**src/rtl/man_align_shift.sv**
```systemverilog
`timescale 1ns / 1ps
`default_nettype none
// ============================================================================
//  Module   : man_align_shift
//  Brief    : FP add/sub alignment stage. Right-shifts the smaller mantissa by
//             the exponent difference, forms G/R/S, flags effective subtract.
//  Revision : 1.0 - initial release
// ============================================================================
module man_align_shift #(
    parameter int SIZE_MAN = 24,
    parameter int SIZE_EXP = 8
) (
    input  logic                  i_clk,
    input  logic                  i_rst,
    input  logic                  i_valid,
    output logic                  o_ready,
    input  logic                  i_sign_max,
    input  logic                  i_sign_min,
    input  logic [SIZE_MAN-1:0]   i_man_max,
    input  logic [SIZE_MAN-1:0]   i_man_min,
    input  logic [SIZE_EXP-1:0]   i_exp_diff,
    output logic                  o_valid,
    input  logic                  i_ready,
    output logic                  o_sign_max,
    output logic                  o_eff_sub,
    output logic [SIZE_MAN+2:0]   o_man_max_ext,
    output logic [SIZE_MAN+2:0]   o_man_min_ext
);

    // Mantissa plus guard and round positions
    localparam int c_EXT_W = SIZE_MAN + 2;

    // Stage 1: input register
    logic                  r_s1_v;
    logic                  r_s1_sign_max;
    logic                  r_s1_sign_min;
    logic [SIZE_MAN-1:0]   r_s1_man_max;
    logic [SIZE_MAN-1:0]   r_s1_man_min;
    logic [SIZE_EXP-1:0]   r_s1_exp_diff;

    // Stage 2: output register
    logic                  r_s2_v;
    logic                  r_s2_sign_max;
    logic                  r_s2_eff_sub;
    logic [SIZE_MAN+2:0]   r_s2_man_max_ext;
    logic [SIZE_MAN+2:0]   r_s2_man_min_ext;

    logic                  w_s1_free;
    logic                  w_s2_free;
    logic [31:0]           w_d_wide;
    logic                  w_in_range;
    logic [c_EXT_W-1:0]    w_ext;
    logic [c_EXT_W-1:0]    w_ones;
    logic [c_EXT_W-1:0]    w_mask;
    logic [c_EXT_W-1:0]    w_sh;
    logic                  w_sticky;
    logic [SIZE_MAN+2:0]   w_man_min_ext;
    logic [SIZE_MAN+2:0]   w_man_max_ext;

    assign w_s2_free = !r_s2_v || i_ready;
    assign w_s1_free = !r_s1_v || w_s2_free;
    assign o_ready   = w_s1_free;

    // Range test done at 32 bits so any SIZE_EXP compares without wrap
    assign w_d_wide   = 32'(r_s1_exp_diff);
    assign w_in_range = w_d_wide < 32'(c_EXT_W);

    assign w_ext  = {r_s1_man_min, 2'b00};
    assign w_ones = '1;
    assign w_mask = ~(w_ones << r_s1_exp_diff);

    always_comb begin
        w_sh     = '0;
        w_sticky = 1'b0;
        if (w_in_range) begin
            w_sh     = w_ext >> r_s1_exp_diff;
            w_sticky = |(w_ext & w_mask);
        end else begin
            w_sh     = '0;
            w_sticky = |r_s1_man_min;
        end
    end

    assign w_man_min_ext = {w_sh, w_sticky};
    assign w_man_max_ext = {r_s1_man_max, 3'b000};

    always_ff @(posedge i_clk) begin
        if (i_rst) begin
            r_s1_v        <= 1'b0;
            r_s1_sign_max <= 1'b0;
            r_s1_sign_min <= 1'b0;
            r_s1_man_max  <= '0;
            r_s1_man_min  <= '0;
            r_s1_exp_diff <= '0;
        end else if (w_s1_free) begin
            r_s1_v        <= i_valid;
            r_s1_sign_max <= i_sign_max;
            r_s1_sign_min <= i_sign_min;
            r_s1_man_max  <= i_man_max;
            r_s1_man_min  <= i_man_min;
            r_s1_exp_diff <= i_exp_diff;
        end
    end

    always_ff @(posedge i_clk) begin
        if (i_rst) begin
            r_s2_v           <= 1'b0;
            r_s2_sign_max    <= 1'b0;
            r_s2_eff_sub     <= 1'b0;
            r_s2_man_max_ext <= '0;
            r_s2_man_min_ext <= '0;
        end else if (w_s2_free) begin
            r_s2_v           <= r_s1_v;
            r_s2_sign_max    <= r_s1_sign_max;
            r_s2_eff_sub     <= r_s1_sign_max ^ r_s1_sign_min;
            r_s2_man_max_ext <= w_man_max_ext;
            r_s2_man_min_ext <= w_man_min_ext;
        end
    end

    assign o_valid       = r_s2_v;
    assign o_sign_max    = r_s2_sign_max;
    assign o_eff_sub     = r_s2_eff_sub;
    assign o_man_max_ext = r_s2_man_max_ext;
    assign o_man_min_ext = r_s2_man_min_ext;

endmodule
`default_nettype wire

```
**config.mk**
```make
export PLATFORM = sky130hd
export DESIGN_NAME = man_align_shift
export DESIGN_NICKNAME = d
export VERILOG_FILES = /design/src/rtl/man_align_shift.sv
export SDC_FILE = /design/constraint.sdc
export NUM_CORES = 1
export LEC_CHECK = 0
export ABC_AREA = 1
export CORE_MARGIN = 5
export CORE_UTILIZATION = 56
export DETAILED_ROUTE_END_ITERATION = 8
export PLACE_DENSITY = 0.86
export SLEW_MARGIN = 0
export SYNTH_ARGS = -nofsm -noshare
export SYNTH_HDL_FRONTEND = slang
export SYNTH_SLANG_ARGS = --single-unit
```
**constraint.sdc**
```tcl
create_clock -name i_clk -period 3.6 [get_ports i_clk]
set_input_delay 0.72 -clock i_clk [delete_from_list [all_inputs] [get_ports i_clk]]
set_output_delay 0.72 -clock i_clk [all_outputs]
set_load 0.005 [all_outputs]
```
# Word-level counts from Yosys, hierarchy flattened
# Cells that the tools add are included.
# word_totals
ff_bits	113
output_inout_bits	58
mem_count	0
wordCells	25
latch_bits	0
ramBits	0
in_bits	62
mem_bits_ro	0
# classes
n_bitwise	3
n_div	0
shift	2
n_addsub	0
mul	0
n_lt_le_gt_ge	1
n_reduce_logical	6
muxes	2
n_eq_ne	0
# op_table
op	count
26-bit bitwise AND	1
26-bit 2-to-1 mux	1
26-bit NOT	1
26-bit OR reduction	1
26-bit by 8-bit left shift with 26-bit output, first input constant	1
26-bit by 8-bit right shift with 26-bit output	1
24-bit OR reduction	1
8-bit by 5-bit < comparator with 1-bit output, second input constant	1
1-bit logical NOT	2
1-bit logical OR	2
1-bit 2-to-1 mux	1
1-bit XOR	1

# Depth between registers and ports, before layout
# logic_depth
word_depth	5
depth_mapped	15
mapped_depth_nobuf	13

# Worst setup path before layout
# OpenSTA, ideal clock, no wires.
# synth_timing
kind	input port to output port
from	input port i_ready
to	output port o_ready
path_buffers	1
required_ns	2.880
path_stages	3
t_arrival_ns	1.270
slack_ns	1.610
path_cell_list	nor2_1 -> nand2_1 -> clkbuf_1
# synth_via
elab_chain_len	2
# synth_lines
item	line	source
start, declared	23	input logic i_ready,
1-bit logical OR	60	assign w_s2_free = !r_s2_v || i_ready;
1-bit logical OR	61	assign w_s1_free = !r_s1_v || w_s2_free;
end, declared	16	output logic o_ready,
# No other way between the ends.

# Worst setup path after layout
# Same ends and word-level chain as after synthesis.

==> results.json <==
{
  "area_growth_pct": 28.94,
  "maxCapViolations": 0,
  "intPower_mw": 2.584,
  "hold_path.class": "reg -> reg",
  "period_minus_slack_ns": 2.557,
  "grt_use_total_pct": 27.44,
  "hold_buffers": 0,
  "ir_drop_uv": 326.4,
  "worstSetupPathType": "in -> out",
  "die_h_um": 111.7,
  "ys_seq_elements": 113,
  "synthCells": 871,
  "start_kind": "input pin",
  "clock_sinks": 113,
  "core_mm2": 0.01023,
  "io_buffers": 116,
  "rsz0062_at_grt": "false",
  "synth_mux_area_share_pct": 0,
  "grt_pass1_vias": 5943,
  "synth-compound-area-share_pct": 15.63,
  "synth_top_family_by_area": "simple AND/OR/NAND/NOR gates",
  "fill_cells": 879,
  "yosysUniqueCellTypes": 36,
  "p_sw_share_pct": 28.52,
  "nets": 1011,
  "drv_slew": 0,
  "combPwrFrac_pct": 15.9,
  "drive_gt1_share_pct": 6.757,
  "tritoncts": "done",
  "final.setup.tns_ns": 0,
  "mostFrequentLayoutCell": "nand2_1",
  "drc": 0,
  "ctsLongestPathBuffers": 2,
  "power_frac_seq_pct": 38.4,
  "antenna_found_initial": 0,
  "report.final.hold_viol_count": 0,
  "overflow": 0,
  "period_share_pct": 71.02,
  "outcome": "completed",
  "cp_max_fo": 3,
  "vias": 6320,
  "start_util_pct": 56.66,
  "die_width_um": 111.7,
  "grt_pass1_wl_um": 28110,
  "yosys.area_share.simple_pct": 37.12,
  "max_slew.worst_pin.slew_ns": 1.005,
  "grt_start_max_net_pins": 112,
  "drt_iter0_markers": 636,
  "ant_nets": 0,
  "ys_seq_area_share_pct": 39.02,
  "h-tree-depth": 4,
  "cp-end-kind": "primary output",
  "final_cell_mix": "nand2_1, nand3_1, clkdlybuf4s50_1, dfxtp_1, a21oi_1",
  "yosys_warnings": 0,
  "hold_slack_ns": 0.4630,
  "fin_skew_ns": 0.01084,
  "max_freq_ghz": 0.3912,
  "setup-violations-final": 0,
  "avgSynthCellArea_um2": 6.655,
  "firstDrtPassIters": 6,
  "avgViaCountPerCell": 5.756,
  "p_sw_mw": 1.031,
  "cp.arrival_ns": 1.84,
  "die_area_mm2": 0.01249,
  "fp-row-count": 37,
  "antenna_cells": 0,
  "wl_um": 17530,
  "wl_per_cell_um": 15.97,
  "clockRootBuffer": "clkbuf_8",
  "powerDensity_mw_per_mm2": 483.7,
  "ios": 120,
  "synthXorXnorAreaFrac_pct": 0.1511,
  "clkTransAtPathRegs_ns": 0.06,
  "clk-insertion-delay-late_ns": 0.51,
  "worst_ep_required_time_ns": 2.88,
  "cts_resized": 0,
  "synth_fa_ha_area_share_pct": 0,
  "power.share.clock_pct": 45.7,
  "post_cts_buffers": 0,
  "synthesis.area_mm2": 0.005797,
  "leakage_nw": 3.154,
  "gp_congestion": 0.9528,
  "numCtsBuffers": 17,
  "place_hpwl_um": 11590,
  "max_slew_margin_pct": 33.01
}
[routing by layer]
metal / global-route usage, % / routed length (um) / vias to the layer above / part of all wire [%]
met5: 0 / 0 / - / 0
met4: 14.36 / 766 / 0 / 4.4
met3: 5.924 / 1558 / 61 / 8.9
met2: 44.44 / 8013 / 321 / 46
met1: 34.26 / 7194 / 2858 / 41
li1: - / - / 3080 / -
[area by class of cell]
type                       count  area, um^2  share of cell area, %
clock buffer                  18       427.9                  5.725
tap                          136       170.2                  2.277
timing repair buffer         125        1224                  16.37
inverter                      36       145.1                  1.942
multi-input combinational    656        3088                  41.31
sequential                   113        2263                  30.28
clock inverter                14       156.4                  2.092
[worst paths after layout]
check,from,endpoint,slack [ns],cells after the start
hold reg to reg,o_man_min_ext[10],o_man_min_ext[10],0.46,2
setup / recovery,i_ready,o_ready,1.04,4
setup reg to reg,r_s1_exp_diff[7],o_man_min_ext[4],1.31,11
hold / removal,o_man_min_ext[10],o_man_min_ext[10],0.46,2
[power groups by stage]
| stage | Clock, mW | Combinational, mW | Sequential (mW) |
|---|---|---|---|
| 2_1_floorplan | 0 | 0.357 | 1.39 |
| 3_3_place_gp | 0 | 0.559 | 1.41 |
| 3_5_place_dp | 0 | 0.564 | 1.41 |
| 4_1_cts | 1.67 | 0.570 | 1.39 |
| 5_1_grt | 1.73 | 0.636 | 1.40 |
| 6_report | 1.65 | 0.574 | 1.39 |
[Yosys cell counts]
cell	number	area [um^2]
a21boi_0	3	22.52
a21oi_1	90	450.4
a2bb2oi_1	1	8.760
a31oi_1	1	6.260
buf_1	7	26.28
buf_2	15	75.07
buf_4	6	45.04
buf_6	3	33.78
clkbuf_1	37	138.9
clkinv_4	1	8.760
conb_1	1	3.750
dfxtp_1	113	2262
inv_1	32	120.1
inv_2	2	7.510
inv_6	1	8.760
nand2_1	212	795.8
nand2_2	3	18.77
nand2_4	2	22.52
nand3_1	174	870.8
nand3_2	1	10.01
nand4_1	11	68.82
nor2_1	81	304.0
nor2_2	1	6.260
nor2_4	2	22.52
nor2_8	1	20.02
o2111ai_1	1	8.760
o211ai_1	16	120.1
o211ai_2	4	50.05
o21a_1	1	7.510
o21ai_0	41	205.2
o21ai_1	2	10.01
o21ai_2	1	8.760
o31ai_1	1	7.510
or2_1	1	6.260
or2_2	1	6.260
xnor2_1	1	8.760
[logic make-up after synthesis]
kind of cell              Yosys count
DFF                               113
buffers and inverters             104
xor gates and xnor gates            1
AOI/OAI and AO/OA                 162
other                               1
and+or+nand+nor                   490
[worst max-delay path, stage by stage]
cell and delay, ns:
clkdlybuf4s50_1 0.51, nor2_4 0.06, nand2_2 0.06, clkdlybuf4s50_1 0.50
[flip-flops by register name (all words and copies together) (netlist names)]
name,cells
r_s1_man_max,24
o_valid,1
r_s1_v,1
r_s1_exp_diff,8
o_eff_sub,1
o_man_max_ext,24
o_sign_max,1
o_man_min_ext,27
r_s1_man_min,24
r_s1_sign_max,1
r_s1_sign_min,1
[stage by stage]
| stage | total power, mW | instances | setup WS [ns] | area (um^2) | utilization (%) |
|---|---|---|---|---|---|
| after floorplan | 1.751 | 873 | 1.610 | 5804 | - |
| after global placement | 1.967 | 1066 | 1.044 | 6890 | 67.35 |
| after detailed placement | 1.975 | 1066 | 1.040 | 6890 | 67.35 |
| after CTS | 3.621 | 1098 | 1.035 | 7475 | 73.06 |
| after global routing | 3.761 | 1098 | 1.007 | 7475 | 73.06 |
| final | 3.615 | 1098 | 1.043 | 7475 | 73.06 |
(Power assumes the default switching activity.)
